--- src/rtl/mem_access_unit.sv ---
// SPARC load/store sequencer: decodes op3, checks alignment, runs one or two
// word beats on a valid/ack memory port and returns extended load data or a trap.
module mem_access_unit #(
   parameter int ADDR_W    = 32,
   parameter bit ENABLE_DW = 1'b1
) (
   input  logic              clk,
   input  logic              rst_n,
   input  logic              req_valid,
   output logic              req_ready,
   input  logic [5:0]        op3,
   input  logic [ADDR_W-1:0] addr,
   input  logic [63:0]       wdata,
   output logic              mem_en,
   output logic              mem_we,
   output logic [ADDR_W-1:0] mem_addr,
   output logic [3:0]        mem_be,
   output logic [31:0]       mem_wdata,
   input  logic [31:0]       mem_rdata,
   input  logic              mem_ack,
   output logic              rsp_valid,
   output logic [63:0]       rsp_data,
   output logic [1:0]        rsp_trap
);

   typedef enum logic [1:0] {IDLE, ACC0, ACC1, RESP} state_t;
   typedef enum logic [1:0] {SZ_B, SZ_H, SZ_W, SZ_D} size_t;

   typedef struct packed {
      logic  legal;
      logic  store;
      logic  sgn;
      size_t size;
   } dec_t;

   localparam logic [1:0] TRAP_ALIGN   = 2'b01;
   localparam logic [1:0] TRAP_ILLEGAL = 2'b10;

   function automatic dec_t decode_op(input logic [5:0] op);
      dec_t d;
      d.legal = 1'b1;
      d.store = 1'b0;
      d.sgn   = 1'b0;
      d.size  = SZ_W;
      case (op)
         6'b001001: begin d.sgn = 1'b1; d.size = SZ_B; end
         6'b001010: begin d.sgn = 1'b1; d.size = SZ_H; end
         6'b000001: d.size = SZ_B;
         6'b000010: d.size = SZ_H;
         6'b000000: d.size = SZ_W;
         6'b000011: begin d.size = SZ_D; d.legal = ENABLE_DW; end
         6'b000101: begin d.store = 1'b1; d.size = SZ_B; end
         6'b000110: begin d.store = 1'b1; d.size = SZ_H; end
         6'b000100: begin d.store = 1'b1; d.size = SZ_W; end
         6'b000111: begin d.store = 1'b1; d.size = SZ_D; d.legal = ENABLE_DW; end
         default:   d.legal = 1'b0;
      endcase
      return d;
   endfunction

   function automatic logic misaligned(input size_t sz, input logic [2:0] a);
      case (sz)
         SZ_H:    return a[0];
         SZ_W:    return (a[1:0] != 2'b00);
         SZ_D:    return (a != 3'b000);
         default: return 1'b0;
      endcase
   endfunction

   // Big-endian lanes: byte offset 0 lives in bits 31:24 (be[3]).
   function automatic logic [3:0] lane_be(input size_t sz, input logic [1:0] a);
      case (sz)
         SZ_B: begin
            case (a)
               2'b00:   return 4'b1000;
               2'b01:   return 4'b0100;
               2'b10:   return 4'b0010;
               default: return 4'b0001;
            endcase
         end
         SZ_H:    return a[1] ? 4'b0011 : 4'b1100;
         default: return 4'b1111;
      endcase
   endfunction

   function automatic logic [31:0] store_lanes(input size_t sz, input logic [63:0] wd);
      case (sz)
         SZ_B:    return {4{wd[7:0]}};
         SZ_H:    return {2{wd[15:0]}};
         SZ_D:    return wd[63:32];
         default: return wd[31:0];
      endcase
   endfunction

   function automatic logic [31:0] load_extract(input size_t sz, input logic sgn,
                                                input logic [1:0] a, input logic [31:0] rd);
      logic [7:0]  b;
      logic [15:0] h;
      case (a)
         2'b00:   b = rd[31:24];
         2'b01:   b = rd[23:16];
         2'b10:   b = rd[15:8];
         default: b = rd[7:0];
      endcase
      h = a[1] ? rd[15:0] : rd[31:16];
      case (sz)
         SZ_B:    return sgn ? {{24{b[7]}}, b} : {24'h0, b};
         SZ_H:    return sgn ? {{16{h[15]}}, h} : {16'h0, h};
         default: return rd;
      endcase
   endfunction

   state_t      state;
   dec_t        dec_in;
   size_t       size_q;
   logic        sgn_q;
   logic        store_q;
   logic [1:0]  addr_lo_q;
   logic [31:0] wdata_lo_q;
   logic [31:0] rdata_hi_q;

   assign dec_in = decode_op(op3);

   // Request context and first LDD word; no reset needed, only read after capture.
   always_ff @(posedge clk) begin
      if (state == IDLE && req_valid) begin
         size_q     <= dec_in.size;
         sgn_q      <= dec_in.sgn;
         store_q    <= dec_in.store;
         addr_lo_q  <= addr[1:0];
         wdata_lo_q <= wdata[31:0];
      end
      if (state == ACC0 && mem_ack) begin
         rdata_hi_q <= mem_rdata;
      end
   end

   always_ff @(posedge clk or negedge rst_n) begin
      if (!rst_n) begin
         state     <= IDLE;
         req_ready <= 1'b1;
         mem_en    <= 1'b0;
         mem_we    <= 1'b0;
         mem_addr  <= '0;
         mem_be    <= 4'b0000;
         mem_wdata <= 32'h0;
         rsp_valid <= 1'b0;
         rsp_data  <= 64'h0;
         rsp_trap  <= 2'b00;
      end else begin
         case (state)
            IDLE: begin
               if (req_valid) begin
                  req_ready <= 1'b0;
                  if (!dec_in.legal) begin
                     state     <= RESP;
                     rsp_valid <= 1'b1;
                     rsp_trap  <= TRAP_ILLEGAL;
                  end else if (misaligned(dec_in.size, addr[2:0])) begin
                     state     <= RESP;
                     rsp_valid <= 1'b1;
                     rsp_trap  <= TRAP_ALIGN;
                  end else begin
                     state     <= ACC0;
                     mem_en    <= 1'b1;
                     mem_we    <= dec_in.store;
                     mem_addr  <= {addr[ADDR_W-1:2], 2'b00};
                     mem_be    <= lane_be(dec_in.size, addr[1:0]);
                     mem_wdata <= dec_in.store ? store_lanes(dec_in.size, wdata) : 32'h0;
                  end
               end
            end
            ACC0: begin
               if (mem_ack) begin
                  if (size_q == SZ_D) begin
                     state     <= ACC1;
                     mem_addr  <= mem_addr + ADDR_W'(4);
                     mem_wdata <= store_q ? wdata_lo_q : 32'h0;
                  end else begin
                     state     <= RESP;
                     mem_en    <= 1'b0;
                     mem_we    <= 1'b0;
                     mem_addr  <= '0;
                     mem_be    <= 4'b0000;
                     mem_wdata <= 32'h0;
                     rsp_valid <= 1'b1;
                     rsp_data  <= store_q ? 64'h0
                                          : {32'h0, load_extract(size_q, sgn_q, addr_lo_q, mem_rdata)};
                  end
               end
            end
            ACC1: begin
               if (mem_ack) begin
                  state     <= RESP;
                  mem_en    <= 1'b0;
                  mem_we    <= 1'b0;
                  mem_addr  <= '0;
                  mem_be    <= 4'b0000;
                  mem_wdata <= 32'h0;
                  rsp_valid <= 1'b1;
                  rsp_data  <= store_q ? 64'h0 : {rdata_hi_q, mem_rdata};
               end
            end
            RESP: begin
               state     <= IDLE;
               req_ready <= 1'b1;
               rsp_valid <= 1'b0;
               rsp_data  <= 64'h0;
               rsp_trap  <= 2'b00;
            end
            default: state <= IDLE;
         endcase
      end
   end

endmodule

--- config.mk ---
export PLATFORM = sky130hd
export DESIGN_NAME = mem_access_unit
export DESIGN_NICKNAME = d
export VERILOG_FILES = /design/src/rtl/mem_access_unit.sv
export SDC_FILE = /design/constraint.sdc
export NUM_CORES = 1
export LEC_CHECK = 0
export CAP_MARGIN = 30
export CORE_MARGIN = 4
export CORE_UTILIZATION = 30
export CTS_CLUSTER_SIZE = 14
export DETAILED_ROUTE_END_ITERATION = 8
export PLACE_DENSITY = 0.55
export SETUP_SLACK_MARGIN = 0.15
export SYNTH_ARGS = -nofsm -noshare
export SYNTH_HDL_FRONTEND = slang
export SYNTH_SLANG_ARGS = --single-unit
--- constraint.sdc ---
create_clock -name clk -period 3.05 [get_ports clk]
set_input_delay 0.305 -clock clk [delete_from_list [all_inputs] [get_ports clk]]
set_output_delay 0.305 -clock clk [all_outputs]
set_load 0.01 [all_outputs]
==> flow_summary.ini <==
[run_status]
status = completed

[timing]
setup_tns_ps = 0
clock_skew_ps = 15.39
period_share_pct = 83.26
setup_violations = 0
relSlewSlack_pct = 50.21
tightest_slew_ps = 746.8
fin_ws_ps = 510.4
rsz0062_at_grt = false
layout_min_cycle_time_ps = 2540
finalMaxSlewViolations = 0
finalHoldViolCount = 0
max_freq_ghz = 0.3938
whs_ps = 381.0

[clock_network]
clk_pin_slew_ps = 60
cts_tree = done
numCtsBuffers = 26
clk_latency_ps = 520
clock-sinks = 208
cts_max_level = 1
postCtsSetupRepairBufs = 0
clockRootBuffer = clkbuf_16
clock_path_buffers = 3
cts_resized = 0

[drt]
via_per_inst = 5.195
vias = 9023
finalWirelength_mm = 35.54
drcViolationCount = 0
drtPass1Iterations = 5
drt_iter0_drc = 653
wire_per_inst_um = 20.46
drtAntennaViolNets = 0

[hold_path]
hp-start = wdata[29]
hold_class = input pin to flip-flop

[power]
peakVddDrop_mv = 0.4835
totalPowerFinal_mw = 12.84
powerDensity_nw_per_um2 = 888.4
p_leak_nw = 5.771

[worst_setup_path]
worst-path-max-fanout = 18
path_cells = inv_1, ha_1, buf_4, clkinv_1, and4_1, o221ai_1, o21ai_0, mux2_2
max_stage_delay_ps = 680
endpoint_kind = flip-flop
cp_data_arrival_time_ps = 3000
rr_startpoint = state[0]
crit_type = flip-flop to flip-flop
crit_slowest_cell = and4_1
crit_start = state[0]
cp.required_ps = 3510
critPathLaunchType = flip-flop

[global_route]
grt_max_degree = 73
grt_overflow = 0
first_global_vias = 9082
track_usage_pct = 18.53
grt_pass1_wl_mm = 54.14
antenna_found_initial = 3

[synthesis]
synth-seq-cells = 208
synth_seq_area_share_pct = 54.35
synthCells = 995
synth-main-ff-cell = dfrtp_1
synthArstFlopShare_pct = 66.35
syn_area_per_cell_um2 = 10.27
synth_edf_count = 70
synth_cell_types = 75
syn_area_um2 = 10220
yosys_warnings = 0

[floorplan]
rows = 67
dieArea_um2 = 37100
die_h_um = 192.6
pin_count = 276
core_area_um2 = 33620
start_util_pct = 30.41
die_width_um = 192.6

[final_layout]
area_growth_pct = 41.33
utilization_pct = 42.98
stdcell_count = 1737
design_area_um2 = 14450
fin_nets = 1411
drive_above_1_share_pct = 11.57

[run]
cap_violations = 0

[placement]
dpl.cell_count = 1687
gp_congestion = 0.8288
pre_cts_ws_ps = 292.7
port_buffers = 273
place_area_um2 = 13600
dp_hpwl_mm = 25.47
sequential cells by signal, summed over array words and instances (netlist names), 2 cells and up:
signal and count:
addr_lo_q 2, mem_addr 30, mem_be 4, mem_wdata 32, rdata_hi_q 32, rsp_data 64, rsp_trap 2, size_q 2
state 2, wdata_lo_q 32
cell usage after synthesis, types with 3 or more instances:
cell       number  area, um^2
and2_1          5       31.28
and3_1          8       50.05
a32oi_1        10       87.58
nor3_1         15       75.07
a22o_1         13       113.9
dfrtp_1       137        3428
o211ai_1        5       37.54
a41oi_1         6       52.55
o2111ai_1       7       61.31
o21ai_0        99       495.5
o31ai_1        20       150.1
clkbuf_1       49       183.9
buf_6           6       67.56
buf_2          10       50.05
a22oi_1        10       75.07
o211a_1         3       30.03
o221ai_1        7       61.31
a21oi_1        33       165.2
nor2b_1        10       62.56
a222oi_1        6       60.06
mux2i_1        18       180.2
nand2_1       150       563.0
a31oi_1         9       56.30
o21ai_1         6       30.03
edfxtp_1       70        2102
buf_1           6       22.52
a211o_1         5       43.79
nor4_1          8       50.05
a221oi_1        8       70.07
nand4_1        10       62.56
mux2_2         39       439.2
buf_4           3       22.52
nand3_1        65       325.3
ha_1            5       62.56
nand2b_1       11       68.82
nor2_1         47       176.4
or2_2          10       62.56
and4_1          4       35.03
inv_1          15       56.30
layout make-up:
| type | count | area, um^2 |
|---|---|---|
| Inverter | 17 | 63.81 |
| Clock inverter | 9 | 98.84 |
| Timing Repair Buffer | 319 | 3159 |
| Antenna cell | 1 | 2.502 |
| Sequential cell | 208 | 5557 |
| Tap cell | 448 | 560.5 |
| Fill cell | 3288 | 19170 |
| Clock buffer | 39 | 740.7 |
| Multi-Input combinational cell | 696 | 4267 |
layout by cell type (no fill, tap or decap), types with 5 or more instances in the layout:
cell type / count
clkdlybuf4s50_1: 272
o21ai_1: 6
nand2b_1: 11
o211ai_1: 5
nand2_1: 150
edfxtp_1: 70
o21ai_0: 99
a22oi_1: 10
a32oi_1: 10
inv_1: 15
a221oi_1: 8
and3_1: 8
mux2i_1: 18
nand3_1: 65
nand4_1: 10
dfrtp_1: 137
nor2_1: 46
nor3_1: 15
clkbuf_16: 27
a222oi_1: 6
nor2b_1: 9
o2111ai_1: 7
mux2_2: 39
and2_1: 5
buf_4: 40
clkbuf_1: 10
ha_1: 5
o221ai_1: 7
a41oi_1: 6
or2_2: 10
o31ai_1: 20
a211o_1: 5
a22o_1: 13
a31oi_1: 9
a21oi_1: 33
nor4_1: 8
routing by layer:
metal,vias up,global-route usage (%),share of wire (%)
li1,4234,-,-
met1,4418,26.00,45
met2,322,29.66,46
met3,45,3.763,7.3
met4,4,4.114,2.0
met5,-,0,0.096
power breakdown:
| group | total, mW | leakage, nW | switching (mW) | internal (mW) |
|---|---|---|---|---|
| combinational | 5.49 | 2.88 | 3.01 | 2.48 |
| clock | 3.04 | 0.406 | 1.20 | 1.84 |
| sequential | 4.31 | 2.49 | 0.574 | 3.73 |
| total | 12.8 | 5.77 | 4.78 | 8.05 |
kinds of logic (layout without fill, tap and decap cells):
group | count (synthesis) | in the layout | share of synthesized area (%)
AND/OR/NAND/NOR | 358 | 358 | 16.60
buffers and inverters | 92 | 384 | 4.161
adder cells (fa/ha/maj) | 5 | 5 | 0.6119
AO/OA/AOI/OAI | 272 | 272 | 17.88
multiplexers | 58 | 58 | 6.278
flip-flops | 208 | 208 | 54.35
XOR/XNOR | 1 | 1 | 0.08568
other | 1 | 3 | 0.03668
worst max-delay path, delay by kind of cell (launching register included):
kind	cells	cell delay [ps]
simple gates	1	680
fa+ha+maj	1	320
flops	1	390
buf+inv	3	390
mux	1	180
compound gates	2	500
path summary, 6_finish.rpt:
kind                       cells after the start        endpoint  slack (ps)
setup / recovery                               8   mem_wdata[21]         510
hold / removal                                 1  wdata_lo_q[29]         380
setup reg to reg                               8   mem_wdata[21]         510
hold reg to reg                                2    rsp_data[45]         460
max in group asynchronous                      3    mem_wdata[0]        1830
min in group asynchronous                      2    rsp_data[58]         390
what timing repair did:
item / CTS / global route
hold buffers: 1 / 0
endpoints found under the setup margin: 0 / 0
endpoints found under the hold margin: 70 / 0
Power figures use the tool's default switching activity.
